`src/rtl/demux_1_to_8_deser.sv`:
```
// Serial-to-parallel deserializer: rebuilds a word sent LSB first (select 0..N-1) on a 1-bit stream.
// Latency: o_valid rises 1 cycle after the last bit of a frame is accepted.
// Backpressure: one-word output register; a word completing while o_valid && !i_ready is dropped (o_overrun).
module demux_1_to_8_deser #(
    parameter  int DATA_WIDTH = 8,
    localparam int IDX_W      = $clog2(DATA_WIDTH)
) (
    input  logic                  i_clk,
    input  logic                  i_rst_n,
    input  logic                  i_bit,
    input  logic                  i_bit_valid,
    input  logic                  i_start,
    output logic [DATA_WIDTH-1:0] o_data,
    output logic                  o_valid,
    input  logic                  i_ready,
    output logic                  o_busy,
    output logic [IDX_W-1:0]      o_bit_idx,
    output logic                  o_overrun,
    output logic                  o_resync,
    input  logic                  i_clr_err
);

    typedef enum logic {
        IDLE  = 1'b0,
        SHIFT = 1'b1
    } state_t;

    // Index of the final bit of a frame; reaching it closes the frame.
    localparam logic [IDX_W-1:0] LAST_IDX = IDX_W'(DATA_WIDTH - 1);

    state_t                state_q;
    state_t                state_d;
    logic [DATA_WIDTH-1:0] shift_q;
    logic [DATA_WIDTH-1:0] shift_d;
    logic [IDX_W-1:0]      idx_q;
    logic [IDX_W-1:0]      idx_d;
    logic [DATA_WIDTH-1:0] data_q;
    logic [DATA_WIDTH-1:0] data_d;
    logic                  valid_q;
    logic                  valid_d;
    logic                  overrun_q;
    logic                  resync_q;

    logic                  frame_done;
    logic [DATA_WIDTH-1:0] word;
    logic                  overrun_set;
    logic                  resync_set;

    // The final bit goes straight into the word; it never needs to land in the shift register.
    assign word = {i_bit, shift_q[DATA_WIDTH-2:0]};

    // Frame assembly: next state, shift register contents and write index.
    always_comb begin
        state_d    = state_q;
        shift_d    = shift_q;
        idx_d      = idx_q;
        frame_done = 1'b0;
        resync_set = 1'b0;
        case (state_q)
            IDLE: begin
                // Bits arriving without a start marker are not part of any frame.
                if (i_bit_valid && i_start) begin
                    shift_d[0] = i_bit;
                    idx_d      = IDX_W'(1);
                    state_d    = SHIFT;
                end
            end
            SHIFT: begin
                if (i_bit_valid) begin
                    if (i_start) begin
                        // Start marker inside a frame: drop the partial word and restart.
                        resync_set = 1'b1;
                        shift_d    = '0;
                        shift_d[0] = i_bit;
                        idx_d      = IDX_W'(1);
                    end else begin
                        shift_d[idx_q] = i_bit;
                        if (idx_q == LAST_IDX) begin
                            idx_d      = '0;
                            frame_done = 1'b1;
                            state_d    = IDLE;
                        end else begin
                            idx_d = idx_q + IDX_W'(1);
                        end
                    end
                end
            end
            default: begin
                state_d = IDLE;
                idx_d   = '0;
            end
        endcase
    end

    // Output register: load a completed word if the slot is free or being drained, else drop it.
    always_comb begin
        data_d      = data_q;
        valid_d     = valid_q;
        overrun_set = 1'b0;
        if (frame_done) begin
            if (!valid_q || i_ready) begin
                data_d  = word;
                valid_d = 1'b1;
            end else begin
                overrun_set = 1'b1;
            end
        end else if (valid_q && i_ready) begin
            valid_d = 1'b0;
        end
    end

    // FSM state register.
    always_ff @(posedge i_clk or negedge i_rst_n) begin
        if (!i_rst_n) begin
            state_q <= IDLE;
        end else begin
            state_q <= state_d;
        end
    end

    // Shift register and write index.
    always_ff @(posedge i_clk or negedge i_rst_n) begin
        if (!i_rst_n) begin
            shift_q <= '0;
            idx_q   <= '0;
        end else begin
            shift_q <= shift_d;
            idx_q   <= idx_d;
        end
    end

    // Output word and its valid flag.
    always_ff @(posedge i_clk or negedge i_rst_n) begin
        if (!i_rst_n) begin
            data_q  <= '0;
            valid_q <= 1'b0;
        end else begin
            data_q  <= data_d;
            valid_q <= valid_d;
        end
    end

    // Sticky error flags; a set in the same cycle as a clear takes priority.
    always_ff @(posedge i_clk or negedge i_rst_n) begin
        if (!i_rst_n) begin
            overrun_q <= 1'b0;
            resync_q  <= 1'b0;
        end else begin
            overrun_q <= overrun_set | (overrun_q & ~i_clr_err);
            resync_q  <= resync_set  | (resync_q  & ~i_clr_err);
        end
    end

    assign o_data    = data_q;
    assign o_valid   = valid_q;
    assign o_busy    = (state_q == SHIFT);
    assign o_bit_idx = idx_q;
    assign o_overrun = overrun_q;
    assign o_resync  = resync_q;

endmodule

```
`config.mk`:
```
export PLATFORM = sky130hd
export DESIGN_NAME = demux_1_to_8_deser
export DESIGN_NICKNAME = d
export VERILOG_FILES = /design/src/rtl/demux_1_to_8_deser.sv
export SDC_FILE = /design/constraint.sdc
export NUM_CORES = 1
export LEC_CHECK = 0
export BUFFER_PORTS_ARGS = -buffer_cell sky130_fd_sc_hd__clkbuf_2
export CORE_AREA = 2 2 47 49
export DETAILED_ROUTE_END_ITERATION = 16
export DIE_AREA = 0 0 49 51
export GPL_TIMING_DRIVEN = 0
export PLACE_DENSITY = 0.85
export REMOVE_ABC_BUFFERS = 1
export SLEW_MARGIN = 20
export SYNTH_ARGS = -nofsm -noshare
export SYNTH_HDL_FRONTEND = slang
export SYNTH_SLANG_ARGS = --single-unit
```
`constraint.sdc`:
```
create_clock -name i_clk -period 3.4 [get_ports i_clk]
set_input_delay 0.34 -clock i_clk [delete_from_list [all_inputs] [get_ports i_clk]]
set_output_delay 0.34 -clock i_clk [all_outputs]
set_load 0.05 [all_outputs]
```
**Yosys cells after proc, flatten, opt, wreduce, memory -nomap -nowiden**

Cells that the tools add are included.
Widths: inputs -> output; s select.

- Add/subtract/negate cells: 1
- Equal/unequal tests: 4
- Reductions and logical operators: 10
- Muxes and demuxes: 29
- Bitwise operators: 6
- Order comparisons: 2

Operator list:

| operator | count |
|---|---|
| $mux 1 | 19 |
| $mux 3 | 4 |
| $bwmux 8 | 1 |
| $mux 8 | 1 |
| $reduce_and 2->1 | 4 |
| $pmux 3 s2 | 1 |
| $lt 3x4->1 const B | 1 |
| $ne 2x2->1 const B | 2 |
| $pmux 1 s2 | 2 |
| $add 3x1->3 const B | 1 |
| $demux 1 s3 | 1 |
| $eq 3x3->1 const B | 1 |
| $ge 3x1->1 const B | 1 |
| $logic_and 1x1->1 | 3 |
| $and 1x1->1 | 2 |
| $ne 2x1->1 const B | 1 |
| $not 1->1 | 2 |
| $or 1x1->1 | 2 |
| $reduce_bool 2->1 | 1 |
| $logic_not 1->1 | 1 |
| $logic_or 1x1->1 | 1 |

- Bits of input ports: 7
- Bits in registers: 23
- Logic and storage cells: 60

**Longest topological paths before layout**

- Depth in word-level cells: 8
- Gate-level depth with buffers: 6
- Mapped depth without buffers: 5

**Worst setup path after synthesis**

No wires, ideal clock.

- Path type: register to register
- Start: register idx_q[1], in the netlist o_bit_idx[1]
- End: register data_q[0], in the netlist o_data[0]
- Library setup time: 125 ps
- Path buffers: 1
- Setup slack: 1369 ps
- Cell stages (with the launch flop): 7
- Required time: 3275 ps
- Arrival: 1906 ps
- Cells stage by stage: dfrtp_1 -> ha_1 -> ha_1 -> nand4b_2 -> nor2b_2 -> buf_6 -> mux2_4

- Word-level cells in the longest chain between the ends: 6

RTL lines:

| what | RTL line | source |
|---|---|---|
| start: declaration | 35 | `logic [IDX_W-1:0] idx_q;` |
| start signal: assignment | 128 | `idx_q <= idx_d;` |
| $eq 3x3->1 | 78 | `if (idx_q == LAST_IDX) begin` |
| $mux 1 | 78 |  |
| $mux 1 | 70 | `if (i_start) begin` |
| $mux 1 | 69 | `if (i_bit_valid) begin` |
| $mux 1 | 59 | `case (state_q)` |
| $reduce_and 2->1 (no source line) | - |  |
| end signal: assignment | 138 | `data_q <= data_d;` |
| end: declaration | 37 | `logic [DATA_WIDTH-1:0] data_q;` |

No other way between the ends.
A chain may end at the register's enable or synchronous reset.

**Worst setup path in the final report**

- Start: register idx_q[1], in the netlist o_bit_idx[1]
- End: register data_q[1], in the netlist o_data[1]

Same word-level chain as after synthesis.

==> flow_metrics.env <==
export IMPL_core_rowCount=17
export IMPL_path_max_fanout=10
export IMPL_p_sw_share_pct=34.75
export IMPL_p_sw_w=0.0002327
export IMPL_postCtsResizedCells=0
export IMPL_crit_top_cell="ha_1"
export IMPL_hold_worst_slack_ps=-21.19
export IMPL_synth_cells=86
export IMPL_fin_skew_ps=7.524
export IMPL_slew_of_the_pin_with_the_lowest_slew_margin_ps=628.3
export IMPL_timing_max_cap_violations=0
export IMPL_cellLeakagePower_nw=0.5970
export IMPL_critical_path_required_ps=3600
export IMPL_die_w_um=49
export IMPL_critical_setup_path_kind="reg2reg"
export IMPL_slew_headroom_pct=57.92
export IMPL_seqPwrFrac_pct=53.0
export IMPL_path_cells="ha_1, ha_1, nand4b_2, nor2b_2, mux2_4"
export IMPL_fill_cells=190
export IMPL_mostFrequentLayoutCell="dfrtp_1"
export IMPL_instance_count_on_the_critical_path=5
export IMPL_maximum_vdd_drop_uv=371.6
export IMPL_r2r_worst_path_cells=5
export IMPL_route_detailed_vias_per_inst=5.373
export IMPL_overflow=0
export IMPL_async_flop_share_pct=100.0
export IMPL_yosys_most_used_dff="dfrtp_1"
export IMPL_cpMaxStageDelayCell="dfrtp_1"
export IMPL_tritoncts_num_sinks=22
export IMPL_tritoncts="yes"
export IMPL_largest_delay_contributor_family_on_the_critical_path="simple AND/OR/NAND/NOR gates"
export IMPL_cts_hold_buffers=0
export IMPL_bufs_and_invs_on_worst_path=0
export IMPL_ctsRootBufferMaster="clkbuf_4"
export IMPL_placeableCoreArea_um2=2063
export IMPL_dp_final_hpwl_um=1314
export IMPL_min_period_over_period_pct=63.42
export IMPL_pwr_share_comb_pct=25.8
export IMPL_clock_latency_of_the_later_clocked_register_in_the_worst_skew_pair_ps=310
export IMPL_critical_path_reg2reg_startpoint="o_bit_idx[1]$_DFFE_PN0P_"
export IMPL_ant_nets=0
export IMPL_crit_arrival_ps=2350
export IMPL_syn_avg_cell_area_um2=12.25
export IMPL_synthDistinctLibCells=24
export IMPL_post_drt_wl_per_cell_um=13.75
export IMPL_synth_yosys_seq_area_share_pct=52.26
export IMPL_layout_nets=116
export IMPL_placed_cell_area_um2=1157
export IMPL_routabilityCongestion=0.7408
export IMPL_antenna_found_initial=0
export IMPL_layout_cells_most_common_list="dfrtp_1, clkbuf_2, nand2_1"
export IMPL_yosys_register_bits=22
export IMPL_worstSetupEndpointType="flip-flop"
export IMPL_signed_area_change_from_the_synthesized_netlist_to_the_final_layout_pct=13.30
export IMPL_layout_cell_area_non_filler_um2=1194
export IMPL_aggregate_routed_wire_length_um=1842
export IMPL_preCtsSetupSlack_ps=1254
export IMPL_power_density_cell_area_nw_per_um2=561.0
export IMPL_cts_post_setup_buffers_inserted=0
export IMPL_cts_max_level=1
export IMPL_layout_core_utilization_pct=57.85
export IMPL_count_of_buffers_from_port_buffering=21
export IMPL_grt_pass1_vias=687
export IMPL_post_route_cells_drive_above_1_share_pct=35.85
export IMPL_result_of_the_run="finished, violations left"
export IMPL_yosys_area_top_type="dfrtp_1"
export IMPL_synth_edff_count=0
export IMPL_crit_start="o_bit_idx[1]$_DFFE_PN0P_"
export IMPL_hold_viol_final=22
export IMPL_dr_vias=720
export IMPL_worstHoldPathType="in2async"
export IMPL_timing_critical_path_slowest_cell_delay_ps=570
export IMPL_finalSetupViolations=0
export IMPL_cts_clk_slew_worst_paths_ps=120
export IMPL_grt_usage_pct=16.85
export IMPL_aggregate_negative_setup_slack_ps=0
export IMPL_final_max_slew_violation_count=0
export IMPL_grt_first_pass_wirelength_um=3153
export IMPL_final_critical_path_setup_slack_ps=1244
export IMPL_die_height_um=51
export IMPL_mappedNetlistArea_um2=1054
export IMPL_max_freq_ghz=0.4638
export IMPL_ios=22
export IMPL_crit_path_start_kind="flip-flop"
export IMPL_detail_route_iter0_violations=8
export IMPL_power_report_internal_total_w=0.0004370
export IMPL_n_antenna_cell=0
export IMPL_drt_pass1_iter_count=4
export IMPL_design_die_area_um2=2499
export IMPL_drc=0
export IMPL_rsz0062_at_grt="false"
export IMPL_start_util_pct=51.06
export IMPL_violations="hold timing"
export IMPL_clock_tree_buffer_depth=2
export IMPL_numCtsBuffers=3
export IMPL_ys_warn_count=0
export IMPL_synth_top_area_share_pct=52.26
export IMPL_final_period_minus_worst_setup_slack_ps=2156
export IMPL_largest_net_degree_at_the_start_of_global_routing=23
export IMPL_netlist_top_cells_area="dfrtp_1, mux2_4, mux2i_1"
export IMPL_pwr_share_clk_pct=21.2
[cells by family (layout without fill, tap and decap cells)]
family | Yosys count | count (layout) | share of synthesized area, %
adders and majority gates | 2 | 2 | 2.375
buffers and inverters | 8 | 28 | 4.513
DFF | 22 | 22 | 52.26
muxes | 15 | 15 | 18.17
AOI/OAI and AO/OA | 14 | 14 | 7.957
and+or+nand+nor | 25 | 25 | 14.73
[through the flow]
stage	power (W)	instances
after floorplan	0.0004804	81
after global placement	0.0005231	130
after detailed placement	0.0005353	130
after CTS	0.0006737	134
after global routing	0.0007088	134
final	0.0006697	134
[cell usage after synthesis, types with 2 or more instances]
master and n:
dfrtp_1 22, nand2_1 11, o21ai_0 9, mux2_4 8, mux2i_1 6, nor3b_1 4
inv_1 3, nand3b_1 3, a22o_1 2, buf_2 2, buf_6 2, ha_1 2
[final timing paths]
path                                           to  slack [ps]
setup / recovery            o_data[1]$_DFFE_PN0P_        1240
min in group i_clk             o_resync$_DFF_PN0_         220
hold / removal                 o_resync$_DFF_PN0_         -20
max in group asynchronous  shift_q[0]$_DFFE_PN0P_        3070
setup reg to reg            o_data[1]$_DFFE_PN0P_        1240
hold reg to reg             o_data[0]$_DFFE_PN0P_         520
[power groups by stage]
| stage | clock network [W] | logic [W] | registers, W |
|---|---|---|---|
| floorplan | 0 | 0.0000762 | 0.000404 |
| detailed placement | 0 | 0.000175 | 0.000360 |
| global placement | 0 | 0.000169 | 0.000354 |
| finish | 0.000142 | 0.000173 | 0.000355 |
| CTS | 0.000143 | 0.000176 | 0.000355 |
| global route | 0.000159 | 0.000189 | 0.000361 |
[layer usage]
metal	up-vias	part of all wire [%]	global-route usage [%]
met5	-	0	0
li1	346	-	-
met1	352	47	22.82
met3	4	4.0	3.216
met2	18	48	26.71
met4	0	1.5	7.143
[flip-flops by register name, indices dropped and copies added, names as in the netlist]
name,flops
o_bit_idx,3
o_busy,1
o_data,8
o_overrun,1
o_resync,1
o_valid,1
shift_q,7
[area by class of cell]
cell class                 count  area, um^2  share of cell area [%]
multi-input combinational     56       455.4                   38.16
timing repair buffer          21       105.1                   8.805
sequential                    22       550.5                   46.12
tap                           28       35.03                   2.935
inverter                       3       11.26                  0.9434
clock buffer                   4       36.28                   3.040
(Power assumes the default switching activity.)
